**config.mk**
```make
export PLATFORM = sky130hd
export DESIGN_NAME = cpu_prefetch_buffer
export DESIGN_NICKNAME = d
export VERILOG_FILES = /design/src/rtl/cpu_pkg.sv /design/src/rtl/pf_fifo.sv /design/src/rtl/cpu_prefetch_buffer.sv
export SDC_FILE = /design/constraint.sdc
export NUM_CORES = 1
export LEC_CHECK = 0
export BUFFER_PORTS_ARGS = -buffer_cell sky130_fd_sc_hd__buf_2
export CAP_MARGIN = 15
export CORE_AREA = 2 2 160 162
export CTS_BUF_LIST = sky130_fd_sc_hd__clkbuf_4 sky130_fd_sc_hd__clkbuf_8
export DETAILED_ROUTE_END_ITERATION = 8
export DIE_AREA = 0 0 162 164
export GPL_ROUTABILITY_DRIVEN = 0
export GPL_TIMING_DRIVEN = 1
export PLACE_DENSITY = 0.69
export SETUP_SLACK_MARGIN = 0.05
export SLEW_MARGIN = 20
export SYNTH_ARGS = -nofsm -noshare
export SYNTH_HDL_FRONTEND = slang
export SYNTH_HIERARCHICAL = 1
export SYNTH_SLANG_ARGS = --single-unit
```
**constraint.sdc**
```tcl
create_clock -name clk -period 7 [get_ports clk]
set_clock_uncertainty 0.1 [all_clocks]
set_input_delay 1.4 -clock clk [delete_from_list [all_inputs] [get_ports clk]]
set_output_delay 1.4 -clock clk [all_outputs]
set_load 0.005 [all_outputs]
```
**src/rtl/cpu_pkg.sv**
```systemverilog
// cpu_pkg: shared prefetch FSM states, memory width codes and fetch address alignment
package cpu_pkg;
  typedef enum logic [1:0] {PF_IDLE, PF_FETCH, PF_DRAIN} pf_state_t;
  localparam logic [1:0] W_BYTE = 2'd0;
  localparam logic [1:0] W_HALF = 2'd1;
  localparam logic [1:0] W_WORD = 2'd2;
  function automatic logic [31:0] pf_align(input logic [31:0] a, input logic thumb);
    return thumb ? {a[31:1], 1'b0} : {a[31:2], 2'b00};
  endfunction
endpackage

```
**src/rtl/pf_fifo.sv**
```systemverilog
// pf_fifo: DEPTH x 32 shift FIFO, entry 0 is the oldest; a push during a pop lands after the shift
module pf_fifo #(
  parameter int DEPTH = 4,
  parameter int CW = $clog2(DEPTH + 1)
) (
  input  logic          clk,
  input  logic          rstn,
  input  logic          push,
  input  logic          pop,
  input  logic          flush,
  input  logic [31:0]   din,
  output logic [31:0]   dout,
  output logic [CW-1:0] count
);
  logic [31:0] mem [DEPTH];
  logic [CW-1:0] wi;
  assign wi = count - CW'(pop);
  assign dout = mem[0];
  always_ff @(posedge clk)
    if (!rstn || flush) count <= '0;
    else count <= count + CW'(push) - CW'(pop);
  always_ff @(posedge clk)
    for (int i = 0; i < DEPTH; i++)
      if (push && CW'(i) == wi) mem[i] <= din;
      else if (pop && i < DEPTH - 1) mem[i] <= mem[i + 1];
endmodule

```
**src/rtl/cpu_prefetch_buffer.sv**
```systemverilog
// cpu_prefetch_buffer: DEPTH-entry sequential opcode prefetch queue; PREFETCH_STATS_EN enables hit/miss counters
module cpu_prefetch_buffer import cpu_pkg::*; #(
  parameter int DEPTH = 4,
  parameter int CNT_W = 16
) (
  input  logic             clk,
  input  logic             rstn,
  input  logic             cpu_req,
  input  logic [31:0]      cpu_addr,
  input  logic             cpu_thumb,
  output logic             cpu_ok,
  output logic [31:0]      cpu_instr,
  input  logic             hold,
  output logic [31:0]      mem_addr,
  output logic [1:0]       mem_width,
  output logic             mem_read,
  input  logic [31:0]      mem_rdata,
  input  logic             mem_ok,
  output logic [CNT_W-1:0] hit_cnt,
  output logic [CNT_W-1:0] miss_cnt
);
  localparam int CW = $clog2(DEPTH + 1);
  pf_state_t state, state_nx;
  logic [31:0] head_addr, fill_addr, addr_a, step, fifo_q, data;
  logic [CW-1:0] count;
  logic buf_thumb, inflight, stale, match, hit, fwd, miss, push, issue;
  assign inflight = mem_read;
  assign stale = state == PF_DRAIN;
  assign step = buf_thumb ? 32'd2 : 32'd4;
  assign addr_a = pf_align(cpu_addr, cpu_thumb);
  pf_fifo #(.DEPTH(DEPTH), .CW(CW)) u_fifo (
    .clk(clk), .rstn(rstn), .push(push), .pop(hit), .flush(miss),
    .din(mem_rdata), .dout(fifo_q), .count(count)
  );
  always_ff @(posedge clk)
    if (!rstn) state <= PF_IDLE;
    else state <= state_nx;
  // a request matching the head of a live stream only ever waits, it never redirects
  always_comb begin
    state_nx = state;
    if (state == PF_IDLE && miss) state_nx = PF_FETCH;
    else if (state == PF_FETCH && miss && inflight && !mem_ok) state_nx = PF_DRAIN;
    else if (state == PF_DRAIN && mem_ok) state_nx = PF_FETCH;
  end
  always_comb begin
    match = state != PF_IDLE && addr_a == head_addr && cpu_thumb == buf_thumb;
    hit = cpu_req && match && count != '0;
    fwd = cpu_req && match && count == '0 && inflight && !stale && mem_ok;
    miss = cpu_req && !match;
    push = mem_ok && inflight && !stale && !miss && !fwd;
    issue = state == PF_FETCH && !inflight && !hold && !miss && count < CW'(DEPTH);
    data = fwd ? mem_rdata : fifo_q;
    cpu_ok = hit || fwd;
    cpu_instr = !cpu_ok ? 32'd0 : buf_thumb ? {16'd0, data[15:0]} : data;
  end
  always_ff @(posedge clk)
    if (!rstn) begin
      head_addr <= '0;
      fill_addr <= '0;
      buf_thumb <= 1'b0;
      mem_read <= 1'b0;
      mem_addr <= '0;
      mem_width <= W_WORD;
    end else begin
      if (miss) begin
        head_addr <= addr_a;
        fill_addr <= addr_a;
        buf_thumb <= cpu_thumb;
      end else begin
        if (cpu_ok) head_addr <= head_addr + step;
        if (issue) fill_addr <= fill_addr + step;
      end
      if (issue) begin
        mem_read <= 1'b1;
        mem_addr <= fill_addr;
        mem_width <= buf_thumb ? W_HALF : W_WORD;
      end else if (mem_ok) mem_read <= 1'b0;
    end
`ifdef PREFETCH_STATS_EN
  always_ff @(posedge clk)
    if (!rstn) begin
      hit_cnt <= '0;
      miss_cnt <= '0;
    end else begin
      if (hit && !(&hit_cnt)) hit_cnt <= hit_cnt + CNT_W'(1);
      if (miss && !(&miss_cnt)) miss_cnt <= miss_cnt + CNT_W'(1);
    end
`else
  assign hit_cnt = '0;
  assign miss_cnt = '0;
`endif
endmodule

```
# Word level (Yosys, flattened, before mapping)
# Memories as Yosys holds them, arrays and structs flattened.
# Index checks and enable logic that the tools add are counted.
totals:
  register_bits: 105
  ramBits: 128
  output_inout_bits: 100
  word_cells: 107
  n_memories: 1
mem_list:
  columns: ["name", "depth", "word_bits", "rd", "rd_ports_with_merged_regs", "write_ports", "line_no", "source"]
  rows:
  - ["u_fifo.mem", 4, 32, 4, 0, 4, "pf_fifo.sv:15", "logic [31:0] mem [DEPTH];"]
classes:
  n_addsub: 5
  n_lt_le_gt_ge: 1
  n_eq_ne: 7
  n_mux: 33
  bitwise: 4
  reduce_logical: 47
op_table:
  columns: ["op", "n"]
  rows:
  - ["two-way mux 32 bit", 10]
  - ["adder 32 x 3 -> 32 bit", 2]
  - ["equality test 32 bit", 1]
  - ["logical AND 1 bit", 26]
  - ["two-way mux 1 bit", 18]
  - ["nonzero test 2 bit", 5]
  - ["zero test 1 bit", 8]
  - ["two-way mux 2 bit", 4]
  - ["equality test 2 x 3 -> 1 bit (first input constant)", 2]
  - ["zero test 3 bit", 2]
  - ["nonzero test 3 bit", 2]
  - ["subtractor 3 x 1 -> 3 bit", 2]
  - ["adder 3 x 1 -> 3 bit", 1]
  - ["equality test 1 x 3 -> 1 bit (first input constant)", 1]
  - ["less-than comparator 3 bit (second input constant)", 1]
  - ["two-way mux 3 bit", 1]
  - ["bitwise OR 1 bit", 3]
  - ["equality test 2 x 1 -> 1 bit (second input constant)", 1]
  - ["equality test 2 bit (second input constant)", 1]
  - ["zero test 2 bit", 1]
  - ["logical OR 1 bit", 2]
  - ["OR reduction 2 bit", 1]
  - ["equality test 1 bit", 1]
  - ["NOT 1 bit", 1]

# Logic depth before layout (Yosys ltp)
# Gate-level depths: netlist of run 1.
logic_depth:
  depth_word: 15
  depth_mapped: 17
  ltp_nobuf: 14

# Cells and area by module
# Netlist of run 1, hierarchy kept.
modules_own_cells:
  columns: ["mod", "instances", "cells_each", "area_per_inst_um2", "seq_area_each_um2"]
  rows:
  - ["cpu_prefetch_buffer", 1, 783, 6199.7, 1981.9]
  - ["pf_fifo", 1, 268, 5361.4, 3903.7]

# Worst setup path after synthesis of run 1
# No wires, ideal clock.
synth_path:
  path_type: "input -> register"
  from: "input cpu_addr[14]"
  to: "memory u_fifo.mem[3][0], enable pin"
  setup_ns: 0.501
  t_arrival_ns: 6.632
  path_slack_ns: -0.233
  path_stages: 9
  path_buffers: 1
  cell_sequence: "xor2_1 > or4_1 > or2_1 > o31ai_4 > inv_2 > clkbuf_1 > nor3b_1 > inv_1 > nor4_1"
synth_rtl:
  columns: ["element", "line_no", "source"]
  rows:
  - ["start, declared", "cpu_prefetch_buffer.sv:9", "input logic [31:0] cpu_addr,"]
  - ["end, declared", "pf_fifo.sv:15", null]

# Worst setup path after layout of run 1
layout_path:
  from: "input cpu_addr[30]"
  to: "output cpu_instr[31]"
layout_between:
  elab_chain_cells: 11
layout_lines:
  columns: ["element", "line_no", "source"]
  rows:
  - ["equality test 32 bit (*)", "cpu_prefetch_buffer.sv:46", "match = state != PF_IDLE && addr_a == head_addr && cpu_thumb == buf_thumb;"]
  - ["logical AND 1 bit (*) (2 in series)", "cpu_prefetch_buffer.sv:46", null]
  - ["logical AND 1 bit (*)", "cpu_prefetch_buffer.sv:47, cpu_prefetch_buffer.sv:48", null]
  - ["logical AND 1 bit (4 in series)", "cpu_prefetch_buffer.sv:48", "fwd = cpu_req && match && count == '0 && inflight && !stale && mem_ok;"]
  - ["two-way mux 32 bit", "cpu_prefetch_buffer.sv:52", "data = fwd ? mem_rdata : fifo_q;"]
  - ["two-way mux 32 bit", "cpu_prefetch_buffer.sv:54", "cpu_instr = !cpu_ok ? 32'd0 : buf_thumb ? {16'd0, data[15:0]} : data;"]
  - ["two-way mux 32 bit (*)", "cpu_prefetch_buffer.sv:54", null]
  - ["end, declared", "cpu_prefetch_buffer.sv:12", "output logic [31:0] cpu_instr,"]
# Every way passes the cells marked *; elsewhere a longest branch is shown, timed or not.

==> results.sh, run 1 <==
export IMPL_wl_per_cell_um=17.74
export IMPL_critPathMaxFanout=33
export IMPL_status="completed"
export IMPL_yosys_top_cells_area="edfxtp_1 33%, dfxtp_1 18%, mux2_2 8.7%, mux2i_1 3.3%, nand4_1 3.1%"
export IMPL_layout_common_cells="135 x buf_2, 128 x edfxtp_1, 102 x dfxtp_1"
export IMPL_ys_ff_latch=230
export IMPL_fmaxAchievable_ghz=0.1800
export IMPL_firstDrtPassIters=5
export IMPL_ys_flop_type="edfxtp_1"
export IMPL_postCtsSetupRepairBufs=0
export IMPL_synth_top_cell_area_share_pct=33.25
export IMPL_portBuffers=135
export IMPL_rsz0062_at_grt="false"
export IMPL_syn_to_final_growth_pct=13.52
export IMPL_slew_violations=0
export IMPL_grt_usage_pct=20.21
export IMPL_nNetsFinal=1265
export IMPL_async_flop_share_pct=0
export IMPL_die_h_um=164
export IMPL_initial_utilization_pct=46.58
export IMPL_clk_pin_slew_ns=0.06
export IMPL_cts_sinks=230
export IMPL_finalHoldViolations=0
export IMPL_numCtsBuffers=39
export IMPL_synth_edff_count=128
export IMPL_dieArea_um2=26570
export IMPL_syn_area_um2=11560
export IMPL_avgSynthCellArea_um2=11.00
export IMPL_critPathArrivalTime_ns=4.05
export IMPL_synth_largest_area_cell="edfxtp_1"
export IMPL_vias=8555
export IMPL_layout_drive_gt1_share_pct=26.67
export IMPL_ys_seq_area_share_pct=50.91
export IMPL_synth_warnings=6
export IMPL_peakVddDrop_mv=0.1743
export IMPL_post_route_period_util_pct=79.35
export IMPL_r2r_slack_ns=2.45
export IMPL_cts_max_path_buffers=3
export IMPL_holdWs_ns=0.3464
export IMPL_cts_repair_resized=0
export IMPL_required_ns=5.50
export IMPL_setup_worst_path_start_class="primary input"
export IMPL_end_kind="output pin"
export IMPL_setup_viol=0
export IMPL_p_leak_uw=0.004655
export IMPL_via_per_inst=5.548
export IMPL_relSlewSlack_pct=27.01
export IMPL_grt_overflow_total=0
export IMPL_cts_root_buffer="clkbuf_8"
export IMPL_worstSetupPathType="primary input to output pin"
export IMPL_drt_first_iter_violations=823
export IMPL_drt_antenna_violating_nets=0
export IMPL_drc=0
export IMPL_fin_crit_ns=5.555
export IMPL_die_width_um=162
export IMPL_core_rowCount=58
export IMPL_clock_latency_ns=0.53
export IMPL_holdBufCountCts=0
export IMPL_ios=170
export IMPL_powerDensity_nw_per_um2=219.2
export IMPL_grt_first_pass_wirelength_um=42520
export IMPL_cts_tree="yes"
export IMPL_worst_pin_slew_ns=1.095
export IMPL_finalWirelength_um=27350
export IMPL_core_area_um2=24820
export IMPL_max_cap_viol_count=0
export IMPL_final_common_cell="buf_2"
export IMPL_ys_types=65
export IMPL_antenna_found_initial=2
export IMPL_hold_path_class="flip-flop to flip-flop"
export IMPL_syn_instance_count=1051
export IMPL_grt_pass1_vias=7910
export IMPL_fin_tns_setup_ns=0
export IMPL_cts_htree_levels=2
export IMPL_dpl_hpwl_um=18300
export IMPL_grt_max_degree=117
cell type report:
| type | instances | area, um2 |
|---|---|---|
| diodes | 1 | 2.502 |
| clock buffers | 60 | 725.7 |
| clock inverters | 8 | 42.54 |
| fillers | 2218 | 11700 |
| inverters | 22 | 82.58 |
| multi-input cells | 739 | 5156 |
| flip-flops and latches | 230 | 5886 |
| well taps | 330 | 412.9 |
| repair buffers | 152 | 815.8 |
Yosys cell counts, types with 3 or more instances:
library cell / n
a22oi_1: 4
buf_4: 34
nor4_1: 19
fa_1: 3
mux2i_1: 38
mux2_2: 89
nand2_1: 83
and4_1: 7
a21o_1: 4
o311ai_0: 3
dfxtp_1: 102
buf_6: 12
or3_1: 13
nand3_1: 28
nor2_1: 60
inv_1: 19
nand4_1: 58
o21ai_0: 60
xnor2_1: 26
a31oi_1: 24
or4_1: 16
nor3_1: 10
and2_1: 8
nor2b_1: 3
and3_1: 9
a21oi_1: 35
o31ai_1: 8
a211oi_1: 9
ha_1: 8
edfxtp_1: 128
mux2_1: 8
clkbuf_1: 28
buf_2: 15
xor2_1: 37
critical path, stage by stage:
cell and delay [ns]:
buf_2 0.14, xor2_1 0.17, nor4_1 0.53, and4_1 0.29, nand4_1 0.09, buf_4 0.30, inv_1 0.11, nand2_1 0.47
nor2_1 0.38, buf_2 0.16
sequential cells by signal, indices dropped and copies added, names as in the netlist:
signal        count
head_addr        31
u_fifo/count      3
buf_thumb         1
u_fifo/mem      128
fill_addr        31
mem_read          1
mem_width         2
mem_addr         31
state             2
per-stage QoR:
step / cells / util (%) / area [um2] / setup slack (ns) / total power [uW]
after detailed placement: 1473 / 49.75 / 12350 / 1.395 / 1713
after global placement: 1473 / 49.75 / 12350 / 1.406 / 1708
final: 1542 / 52.88 / 13120 / 1.445 / 2877
after floorplan: 1083 / - / 11690 / 0.4798 / 1649
after CTS: 1541 / 52.84 / 13120 / 1.408 / 2912
after global routing: 1541 / 52.87 / 13120 / 1.290 / 2990
final timing paths:
check / start / to / cells past startpoint
setup / recovery: cpu_addr[30] / cpu_instr[31] / 10
hold / removal: mem_addr[30] / mem_addr[30] / 2
setup reg to reg: head_addr[10] / u_fifo/mem[2][11] / 11
hold reg to reg: mem_addr[30] / mem_addr[30] / 2
routing by layer:
layer	global-route usage, %	wire (um)	vias up
met1	27.59	12180	4099
met5	0	0	-
li1	-	-	4131
met4	6.315	614	0
met3	4.318	1906	43
met2	32.34	12650	282
logic make-up (layout without fill, tap and decap cells):
group	after synthesis	count (layout)	synth area share [%]
AOI/OAI and AO/OA	167	167	9.113
xor gates and xnor gates	66	66	5.195
adders and majority gates	11	11	1.385
buffers and inverters	114	242	5.833
DFF	230	230	50.91
muxes	135	135	12.74
other	1	34	0.03244
and+or+nand+nor	327	327	14.79
power breakdown:
| group | internal, uW | leakage [uW] | switching, uW | total [uW] |
|---|---|---|---|---|
| registers | 1450 | 0.00199 | 36.7 | 1490 |
| logic | 81.4 | 0.00226 | 117 | 198 |
| clock network | 659 | 0.000403 | 530 | 1190 |
| total | 2190 | 0.00466 | 683 | 2880 |
Note: power is estimated with default switching activity, not from simulation.
==> run 2, diff against run 1 <==
Settings changed: ABC_AREA set to 1, CORE_AREA 2 2 160 162 to 2 2 169 171, DIE_AREA 0 0 162 164 to 0 0 171 173, PLACE_DENSITY 0.69 to 0.66.
Clock period 7 ns to 5.75 ns, I/O delays scaled along.
==> run 2 against run 1 <==
Effect of this change:
- sequential share of layout area decreased by 4.3 points
- area after synthesis increased by 12%
- core utilization decreased by 0.40 points
- first-iteration DRC count increased by 13%
- clock power increased by 39%
- largest power group unchanged
- critical endpoint is now cpu_instr[27]
==> results.sh, run 2 <==
export IMPL_status="completed"
export IMPL_slew_violations=0
export IMPL_antenna_found_initial=2
export IMPL_grt_first_pass_wirelength_um=56280
export IMPL_relSlewSlack_pct=44.13
export IMPL_r2r_slack_ns=1.78
export IMPL_numCtsBuffers=42
export IMPL_finalWirelength_um=34920
export IMPL_setup_worst_path_start_class="primary input"
export IMPL_worstSetupPathType="primary input to output pin"
export IMPL_pwr_share_comb_pct=7.8
export IMPL_die_h_um=173
export IMPL_nFillCells=2775
export IMPL_synth_warnings=6
export IMPL_portBuffers=135
export IMPL_via_per_inst=5.128
export IMPL_crit_chain="buf_2, or2_1, a21oi_1, nand3_1, nor2_2, o2111ai_2, buf_4, nor2_2, buf_4, nand2_1, inv_1, buf_2"
export IMPL_fin_tns_setup_ns=0
export IMPL_holdBufCountCts=0
export IMPL_max_cap_viol_count=0
export IMPL_antenna_cells=0
export IMPL_drt_first_iter_violations=929
export IMPL_wl_met3_um=2140
export IMPL_worst_pin_slew_ns=0.8380
export IMPL_hold_path_class="flip-flop to flip-flop"
export IMPL_top_register="u_fifo/mem"
export IMPL_core_rowCount=61
export IMPL_cts_htree_levels=2
export IMPL_fin_crit_ns=4.823
export IMPL_synthTopCellsByCount="560 x nand2_1, 242 x nand3_1, 153 x nor2_1, 145 x inv_1, 128 x edfxtp_1"
export IMPL_initial_utilization_pct=46.71
export IMPL_wl_met1_um=14390
export IMPL_dieArea_um2=29580
export IMPL_p_leak_uw=0.006738
export IMPL_cts_sinks=230
export IMPL_firstDrtPassIters=6
export IMPL_peakVddDrop_mv=0.1822
export IMPL_final_common_cell="nand2_1"
export IMPL_syn_to_final_growth_pct=12.36
export IMPL_cts_root_buffer="clkbuf_8"
export IMPL_critPathSlowestCell="nor2_2"
export IMPL_core_area_um2=27630
export IMPL_synth_largest_area_cell="edfxtp_1"
export IMPL_layout_common_cells="560 x nand2_1, 242 x nand3_1, 152 x nor2_1"
export IMPL_vias=11530
export IMPL_wl_per_cell_um=15.53
export IMPL_ys_types=34
export IMPL_seq_area_um2=5886
export IMPL_ys_ff_latch=230
export IMPL_fmaxAchievable_ghz=0.2074
export IMPL_drc=0
export IMPL_rsz0062_at_grt="false"
export IMPL_critPathBufInv=5
export IMPL_p_switching_uw=949.4
export IMPL_ios=170
export IMPL_grt_overflow_total=0
export IMPL_avgSynthCellArea_um2=7.464
export IMPL_post_route_period_util_pct=83.87
export IMPL_power_frac_clock_pct=44.1
export IMPL_syn_area_um2=12900
export IMPL_clock_latency_ns=0.57
export IMPL_cts_max_path_buffers=3
export IMPL_yosys_top_cells_area="edfxtp_1 30%, nand2_1 16%, dfxtp_1 16%, nand3_1 9.4%, nor2_1 4.5%"
export IMPL_multi_input_area_um2=5779
export IMPL_die_width_um=171
export IMPL_critPathMaxFanout=33
export IMPL_cts_tree="yes"
export IMPL_p_int_uw=2820
export IMPL_powerDensity_nw_per_um2=260.0
export IMPL_place_area_um2=13590
export IMPL_grt_usage_pct=23.60
export IMPL_grt_pass1_vias=10880
export IMPL_required_ns=4.50
export IMPL_end_kind="output pin"
export IMPL_ys_seq_area_share_pct=45.61
export IMPL_yosys_cell_count_top_type="nand2_1"
export IMPL_layout_drive_gt1_share_pct=13.95
export IMPL_synth_edff_count=128
export IMPL_crit_family="simple AND/OR/NAND/NOR gates"
export IMPL_dpl_hpwl_um=23140
export IMPL_drt_antenna_violating_nets=0
export IMPL_final_area_um2=14500
export IMPL_postCtsSetupRepairBufs=0
export IMPL_largest_reg_flops=128
export IMPL_wl_met2_um=17160
export IMPL_cts_repair_resized=0
export IMPL_slowest_delay_ns=0.50
export IMPL_finalHoldViolations=0
export IMPL_pwr_share_seq_pct=48.1
export IMPL_critPathArrivalTime_ns=3.57
export IMPL_switching_share_pct=25.19
export IMPL_syn_instance_count=1729
export IMPL_synth_top_cell_area_share_pct=29.78
export IMPL_async_flop_share_pct=0
export IMPL_ys_flop_type="edfxtp_1"
export IMPL_topRoutingLayerUsed="met5"
export IMPL_nNetsFinal=1918
export IMPL_grt_max_degree=67
export IMPL_clk_pin_slew_ns=0.06
export IMPL_setup_viol=0
-- run 2: changes by cell type after synthesis, sizes merged, moves of 28 or more --
cell / previous run / this run
mux2: 97 / 0
nor2: 60 / 156
nand4: 58 / 19
a21oi: 35 / 66
buf: 63 / 91
mux2i: 38 / 0
nand3: 28 / 242
inv: 20 / 159
nand2: 83 / 572
-- run 2: worst paths after layout --
kind | startpoint | to | cells past startpoint
setup / recovery | cpu_addr[15] | cpu_instr[27] | 12
setup reg to reg | head_addr[17] | u_fifo/mem[1][20] | 15
hold reg to reg | mem_width[1] | mem_width[1] | 2
hold / removal | mem_width[1] | mem_width[1] | 2
-- run 2: metrics by stage --
stage / hold slack, ns / util (%) / instances / setup WS (ns) / power [uW]
5_1_grt: 0.4038 / 52.48 / 2249 / 0.7649 / 3933
6_report: 0.3618 / 52.48 / 2249 / 0.9275 / 3770
3_5_place_dp: 0.3465 / 49.18 / 2171 / 0.9280 / 2140
2_1_floorplan: 0.3479 / - / 1761 / 1.179 / 2049
3_3_place_gp: 0.3370 / 49.18 / 2171 / 0.9809 / 2132
4_1_cts: 0.3601 / 52.48 / 2249 / 0.9178 / 3808
-- run 2: metal layers --
metal / vias to the layer above / GRT usage (%)
li1: 5742 / -
met1: 5367 / 29.55
met2: 349 / 40.31
met3: 70 / 3.983
met4: 4 / 9.393
met5: - / 0
-- run 2: kinds of logic after synthesis --
logic type	share of synthesized area, %
adders and majority gates	1.241
AOI/OAI and AO/OA	4.780
DFF	45.61
xor gates and xnor gates	3.869
other	0.02906
buffers and inverters	10.60
and+or+nand+nor	33.88
-- run 2: final cells by class --
type | instances | area share [%]
clock buffer | 66 | 5.531
clock inverter | 12 | 0.7593
inverter | 160 | 4.150
multi-input combinational | 1250 | 39.86
sequential | 230 | 40.59
tap | 378 | 3.262
timing repair buffer | 153 | 5.850
-- run 2: power by group through the flow --
| stage | logic (uW) | clock network (uW) | registers, uW |
|---|---|---|---|
| 2_1_floorplan | 215 | 0 | 1830 |
| 3_3_place_gp | 285 | 0 | 1850 |
| 3_5_place_dp | 293 | 0 | 1850 |
| 4_1_cts | 294 | 1700 | 1810 |
| 5_1_grt | 338 | 1780 | 1820 |
| 6_report | 294 | 1660 | 1810 |
-- run 2: tightest hold or removal path, delay by kind of cell (launching register included) --
kind          cells  cell delay [ns]
flops             1             0.31
simple gates      2             0.11
